==> src/rtl/adder_acc_ctrl.sv <==
// -----------------------------------------------------------------------------
// adder / adder_acc_ctrl
//
// adder: combinational NUM-input signed adder tree. Wraps modulo 2^WIDTH.
//   data  in  NUM*WIDTH : operands, element k at [k*WIDTH +: WIDTH]
//   sum   out WIDTH     : sum of all elements
//
// adder_acc_ctrl: streams a LEN-element signed vector through one adder,
// NUM elements per beat, and accumulates the beat sums. The finished total
// is presented on a valid/ready output port.
//   clk        in  1         : rising-edge clock
//   rst        in  1         : synchronous active-high reset
//   flush      in  1         : synchronous abort of partial / pending result
//   in_valid   in  1         : in_data holds a beat
//   in_ready   out 1         : a beat is accepted this cycle
//   in_data    in  NUM*WIDTH : beat, element k at [k*WIDTH +: WIDTH]
//   out_valid  out 1         : out_data holds a completed vector sum
//   out_ready  in  1         : downstream accepts the result
//   out_data   out WIDTH     : accumulated vector sum
//   busy       out 1         : vector in progress or result pending
// -----------------------------------------------------------------------------

module adder #(
   parameter int NUM   = 2,
   parameter int WIDTH = 32
) (
   input  logic [NUM*WIDTH-1:0] data,
   output logic [WIDTH-1:0]     sum
);

   // Sum every element of the beat; carries out of WIDTH are discarded.
   always_comb begin
      sum = '0;
      for (int k = 0; k < NUM; k++) begin
         sum = sum + data[k*WIDTH +: WIDTH];
      end
   end

endmodule

module adder_acc_ctrl #(
   parameter int NUM   = 2,
   parameter int WIDTH = 32,
   parameter int LEN   = 8
) (
   input  logic                 clk,
   input  logic                 rst,
   input  logic                 flush,
   input  logic                 in_valid,
   output logic                 in_ready,
   input  logic [NUM*WIDTH-1:0] in_data,
   output logic                 out_valid,
   input  logic                 out_ready,
   output logic [WIDTH-1:0]     out_data,
   output logic                 busy
);

   localparam int BEATS = LEN / NUM;
   localparam int CW    = $clog2(BEATS) + 1;

   typedef enum logic [1:0] {
      IDLE = 2'd0,
      ACC  = 2'd1,
      DONE = 2'd2
   } state_t;

   localparam logic [CW-1:0] LAST_CNT = CW'(BEATS - 1);
   // A single-beat vector completes on its first accept.
   localparam state_t FIRST_NXT = (BEATS == 1) ? DONE : ACC;

   state_t            state_r;
   logic [WIDTH-1:0]  acc_r;
   logic [CW-1:0]     cnt_r;
   logic              out_valid_r;
   logic              in_ready_r;
   logic              busy_r;
   logic [WIDTH-1:0]  tsum_s;

   // Output flags {out_valid, in_ready, busy} that belong to a given state.
   // They are registered together with the state so no input reaches an
   // output combinationally.
   function automatic logic [2:0] flags_f(input state_t s);
      case (s)
         IDLE:    flags_f = 3'b010;
         ACC:     flags_f = 3'b011;
         DONE:    flags_f = 3'b101;
         default: flags_f = 3'b010;
      endcase
   endfunction

   adder #(
      .NUM   (NUM),
      .WIDTH (WIDTH)
   ) u_adder (
      .data (in_data),
      .sum  (tsum_s)
   );

   // Sequencing FSM: accumulate BEATS accepted beats, then hold the result
   // until the output handshake. rst beats flush beats normal operation.
   always_ff @(posedge clk) begin
      if (rst || flush) begin
         // flush behaves like reset: partial sum, pending result and the
         // beat presented this cycle are all discarded.
         state_r                              <= IDLE;
         acc_r                                <= '0;
         cnt_r                                <= '0;
         {out_valid_r, in_ready_r, busy_r}    <= flags_f(IDLE);
      end else begin
         case (state_r)
            IDLE: begin
               if (in_valid) begin
                  acc_r                             <= tsum_s;
                  cnt_r                             <= CW'(1);
                  state_r                           <= FIRST_NXT;
                  {out_valid_r, in_ready_r, busy_r} <= flags_f(FIRST_NXT);
               end else begin
                  state_r <= IDLE;
               end
            end
            ACC: begin
               if (in_valid) begin
                  acc_r <= acc_r + tsum_s;
                  cnt_r <= cnt_r + CW'(1);
                  if (cnt_r == LAST_CNT) begin
                     state_r                           <= DONE;
                     {out_valid_r, in_ready_r, busy_r} <= flags_f(DONE);
                  end else begin
                     state_r <= ACC;
                  end
               end else begin
                  // Input gap: everything holds.
                  state_r <= ACC;
               end
            end
            DONE: begin
               // in_ready is low here, so a beat offered alongside the
               // output handshake is left for the next cycle.
               if (out_ready) begin
                  state_r                           <= IDLE;
                  cnt_r                             <= '0;
                  {out_valid_r, in_ready_r, busy_r} <= flags_f(IDLE);
               end else begin
                  state_r <= DONE;
               end
            end
            default: begin
               state_r                           <= IDLE;
               acc_r                             <= '0;
               cnt_r                             <= '0;
               {out_valid_r, in_ready_r, busy_r} <= flags_f(IDLE);
            end
         endcase
      end
   end

   assign out_valid = out_valid_r;
   assign in_ready  = in_ready_r;
   assign busy      = busy_r;
   assign out_data  = acc_r;

endmodule

==> config.mk <==
export PLATFORM = sky130hd
export DESIGN_NAME = adder_acc_ctrl
export DESIGN_NICKNAME = d
export VERILOG_FILES = /design/src/rtl/adder_acc_ctrl.sv
export SDC_FILE = /design/constraint.sdc
export NUM_CORES = 1
export LEC_CHECK = 0
export BUFFER_PORTS_ARGS = -buffer_cell sky130_fd_sc_hd__buf_2
export CAP_MARGIN = 20
export CORE_MARGIN = 8
export CORE_UTILIZATION = 57
export DETAILED_ROUTE_END_ITERATION = 16
export HOLD_SLACK_MARGIN = 0.02
export PLACE_DENSITY = 0.82
export SLEW_MARGIN = 20
export SYNTH_ARGS = -nofsm -noshare
export SYNTH_HDL_FRONTEND = slang
export SYNTH_SLANG_ARGS = --single-unit
==> constraint.sdc <==
create_clock -name clk -period 6.77 [get_ports clk]
set_input_delay 1.354 -clock clk [delete_from_list [all_inputs] [get_ports clk]]
set_output_delay 1.354 -clock clk [all_outputs]
set_load 0.02 [all_outputs]
**After elaboration in Yosys (flattened, before gate mapping)**

Index checks and enable logic that the tools add are counted.

- $add $sub $neg: 3
- Equality and inequality tests: 7
- Mux-type cells: 23
- Bitwise operators: 1
- Reductions and logical operators: 5

Operator list:

| cell | count |
|---|---|
| $pmux W32 S3 | 1 |
| $add A32 B32 Y32 | 2 |
| $mux W32 | 2 |
| $mux W1 | 9 |
| $mux W3 | 3 |
| $pmux W1 S3 | 3 |
| $pmux W3 S3 | 1 |
| $ne A2 B2 Y1 const B | 4 |
| $mux W2 | 3 |
| $pmux W2 S3 | 1 |
| $reduce_and A3 Y1 | 2 |
| $reduce_and A4 Y1 | 1 |
| $add A3 B1 Y3 const B | 1 |
| $eq A3 B2 Y1 const B | 1 |
| $eq A2 B1 Y1 const B | 1 |
| $eq A2 B2 Y1 const B | 1 |
| $logic_not A2 Y1 | 1 |
| $logic_or A1 B1 Y1 | 1 |
| $not A1 Y1 | 1 |

- Register bits: 40
- Input bits: 69
- Output and inout bits: 35
- Logic and storage cells: 45

**Longest topological paths before layout**

- Depth in word-level cells: 4
- Depth in mapped cells: 20

**Cells and area by module**

Synthesis repeated with hierarchy kept, for this count alone.

- Cell total of the unflattened synthesis: 652
- Area, all modules: 5031.1 µm²

By module, submodules not included:

| module | times used | cells an instance | area each (µm²) | seq. area each (µm²) |
|---|---|---|---|---|
| adder_acc_ctrl | 1 | 411 | 3286.9 | 800.8 |
| adder | 1 | 241 | 1744.2 | 0.0 |

**Worst setup path before layout**

No wires, ideal clock.

- Path kind: in2reg
- Start point: in in_data[0]
- End point: reg acc_r[25] (netlist: out_data[25])
- Arrival time: 5.209 ns
- Data required time: 6.700 ns
- Slack: 1.491 ns
- Cell stages on the path: 19
- Buffers on the path: 0
- Path through: ha_1 fa_1 a21o_1 a21oi_1 o21ai_1 a211oi_2 o21bai_1 a21oi_1 mux2i_1 or2_2 ha_1 nand2_1 o21a_1 o211ai_1 a21oi_1 o31a_1 o31a_1 a211o_1 a21oi_1

- Longest elaborated chain between the ends: 4
- Elaborated cells between the ends (all ways): 5
- Classes of those cells: 2 x add/sub; 3 x mux

RTL lines:

| element | RTL line | RTL |
|---|---|---|
| start, declared | 51 | `input logic [NUM*WIDTH-1:0] in_data,` |
| $add A32 B32 Y32 (*) | 35 | `sum = sum + data[k*WIDTH +: WIDTH];` |
| $add A32 B32 Y32 | 123 | `acc_r <= acc_r + tsum_s;` |
| $mux W32 | 122 | `if (in_valid) begin` |
| $pmux W32 S3 (*) | 110 | `case (state_r)` |
| end signal, assigned | 113 | `acc_r <= tsum_s;` |
| end signal, assigned | 123 |  |
| end, declared | 72 | `logic [WIDTH-1:0] acc_r;` |

Mark *: on every way between the ends. The rest lies on a longest branch, timed or not. The select of a mux whose other input is x is not followed.
A chain may end at the register's enable or synchronous reset.

**Final worst setup path**

Ends and elaborated chain as after synthesis.

==> flow_summary.json <==
{
  "synth_top_area_share_pct": 17.0,
  "power.total_mw": 1.08,
  "fin_crit_ns": 5.66,
  "wl_mm": 15.2,
  "max_stage_delay_ns": 0.47,
  "ys.flop_type": "dfxtp_1",
  "cts_inserted_buffers": 5,
  "relSlewSlack_pct": 27.1,
  "peakVddDrop_mv": 0.102,
  "ctsLongestPathBuffers": 2,
  "grt_use_met2_pct": 39.7,
  "setup_violations": 0,
  "yosys.area.top_type": "ha_1",
  "reg2reg_setup_slack_ns": 3.88,
  "final_nets": 891,
  "met1_usage_pct": 32.9,
  "synth_cell_types": 60,
  "worst_setup_path_end_kind": "flop",
  "skew_ns": 0.00816,
  "portBuffers": 103,
  "path_cells": "buf_2 > ha_1 > fa_1 > a21o_1 > a21oi_1 > o21ai_1 > a211oi_2 > o21bai_1 > a21oi_1 > mux2i_1 > or2_2 > ha_1 > nand2_1 > o21a_1 > o211ai_1 > a21oi_1 > o31a_1 > o31a_1 > a211o_1 > a21oi_1",
  "worst_hold_startpoint": "in_ready",
  "seq_area_frac_synth_pct": 15.8,
  "drc": 0,
  "core.rowCount": 34,
  "routedWlPerCell_um": 17.7,
  "clk_latency_ns": 0.31,
  "power_density_nw_per_um2": 188,
  "pin_count": 104,
  "drtAntennaViolNets": 0,
  "reg2regPathDepth": 10,
  "crit_family": "compound AO/OA/AOI/OAI gates",
  "dp.cells": 852,
  "grt_max_degree": 33,
  "cts_resized": 0,
  "core_area_um2": 8680,
  "synthCells": 664,
  "crit_slowest_cell": "a211oi_2",
  "r2r-end": "out_data[23]",
  "fin_tns_setup_ns": 0,
  "post-dp-hpwl_mm": 12.2,
  "layout-drive-gt1-share_pct": 17.3,
  "via_per_inst": 6.30,
  "maxSlewViolCount": 0,
  "layout.cells.non_filler": 860,
  "async_flop_share_pct": 0,
  "crit_buf_inv": 1,
  "post_dp_cell_area_um2": 5640,
  "p_leak_nw": 2.79,
  "pre_cts_ws_ns": 0.848,
  "cts_sinks": 40,
  "gp_congestion": 0.901,
  "holdPathStages": 1,
  "fin_ws_ns": 1.11,
  "hold_viol_final": 0,
  "cap_violations": 0,
  "timing.rr.start": "out_data[4]",
  "busiest_layer": "met2",
  "synth_common_cells": "a21oi_1, ha_1, nor2_1",
  "ctsHoldBuffers": 0,
  "design_area_um2": 5760,
  "synth_edf_count": 0,
  "hold_class": "reg2reg",
  "path_max_fanout": 5,
  "path_class": "in2reg",
  "outcome": "completed",
  "yosys-top-cells-area": "ha_1, dfxtp_1, a21oi_1",
  "dieArea_um2": 12200,
  "post_cts_buffers": 0,
  "fp.dieH_um": 110,
  "hold_ws_ns": 0.457,
  "htreeDepth": 2,
  "grt_util_met3_pct": 2.62,
  "final_util_pct": 66.4,
  "ys_warn_count": 0,
  "required_ns": 7.01,
  "gr-usage-all-layers_pct": 24.2,
  "dr.pass1.iters": 5,
  "cpMostUsedCell": "a21oi_1",
  "finalCritPeriodShare_pct": 83.6,
  "grt_pass1_wl_mm": 24.1,
  "die_x_um": 110,
  "root_buffer": "clkbuf_8",
  "rsz0062_at_grt": "no",
  "worst-path-stages": 20,
  "synth.most_common_cell": "a21oi_1",
  "tightest_slew_ns": 1.09,
  "grt_pass1_vias": 5062,
  "grt_overflow_total": 0,
  "synthToLayoutAreaGrowth_pct": 13.5,
  "arrival_ns": 5.90,
  "critPathLaunchType": "input pin",
  "tritoncts": "done",
  "clk_pin_slew_ns": 0.10,
  "vias": 5416,
  "antenna_cells": 0,
  "holdPathEnd": "in_ready",
  "drt_iter0_drc": 341,
  "synth_fp_nets": 804,
  "initial_core_util_pct": 58.5,
  "synth_area_um2": 5070,
  "ys_ff_latch": 40,
  "timing.fmax_mhz": 177,
  "antenna_found_initial": 0,
  "avgSynthCellArea_um2": 7.64
}
power by group:
group,switching (mW),total (mW),internal [mW]
Clock,0.105,0.217,0.111
Combinational,0.362,0.607,0.245
Sequential,0.0122,0.260,0.248
final cells by class:
cell class                 instances  area [µm²]
clock buffer                       5        68.8
clock inverter                     3        46.3
fill                             797        2920
inverter                          21        78.8
multi-input combinational        578        4100
sequential                        40         801
tap                              108         135
timing repair buffer             105         531
kinds of logic (layout without fill, tap and decap cells):
group,count (synthesis),in the layout,synth area share [%]
AOI/OAI and AO/OA,261,261,34.2
and+or+nand+nor,179,179,16.6
adders and majority gates,71,71,17.8
xor gates and xnor gates,56,56,9.96
buffers and inverters,46,134,3.43
DFF,40,40,15.8
muxes,11,11,2.24
placed cells by master, fill, tap and decap left out, types with 3 or more instances in the layout:
cell	synthesis	routed
a2111oi_0	4	4
a211oi_1	5	5
a21o_1	34	34
a21oi_1	78	78
a221o_1	3	3
a221oi_1	3	3
a222oi_1	3	3
a22oi_1	11	11
a31oi_1	14	14
and2_1	5	5
and3_1	5	5
buf_2	1	103
clkbuf_8	0	5
dfxtp_1	40	40
ha_1	69	69
inv_1	21	21
mux2i_1	8	8
nand2_1	51	51
nand2b_1	9	9
nand3_1	12	12
nand4_1	9	9
nor2_1	58	58
nor2b_1	6	6
nor3_1	13	13
o211a_1	6	6
o211ai_1	9	9
o21a_1	6	6
o21ai_0	31	31
o21ai_1	11	11
o21bai_1	13	13
o22ai_1	3	3
o31a_1	4	4
o31ai_1	6	6
or2_2	3	3
xnor2_1	29	29
xor2_1	26	26
worst reg2reg max path, stage by stage, from the launching register on:
cell and delay (ns):
dfxtp_1 0.34, ha_1 0.38, nand3_1 0.09, o211ai_1 0.27, a31oi_1 0.23, o21ai_1 0.43
a21oi_1 0.25, o311ai_1 0.47, xor2_1 0.19, nand2_1 0.07, a21oi_1 0.13
metal layers:
layer | wire length [µm] | up-vias
met5 | 0 | -
met4 | 221 | 0
met3 | 940 | 21
met2 | 7050 | 203
met1 | 6990 | 2543
li1 | - | 2649
worst max path at each step:
stage | startpoint | end | slack (ns)
2_1_floorplan | in_data[0] | out_data[25] | 1.49
5_1_grt | in_data[0] | out_data[30] | 0.82
4_1_cts | in_data[0] | out_data[25] | 1.16
6_report | in_data[0] | out_data[25] | 1.11
3_5_place_dp | in_data[0] | out_data[25] | 0.85
3_3_place_gp | in_data[0] | out_data[25] | 1.0
registers in the layout (all words and copies together), names as in the netlist:
register   flops
busy           1
out_valid      1
cnt_r          3
state_r        2
in_ready       1
out_data      32
Power figures use the tool's default switching activity.
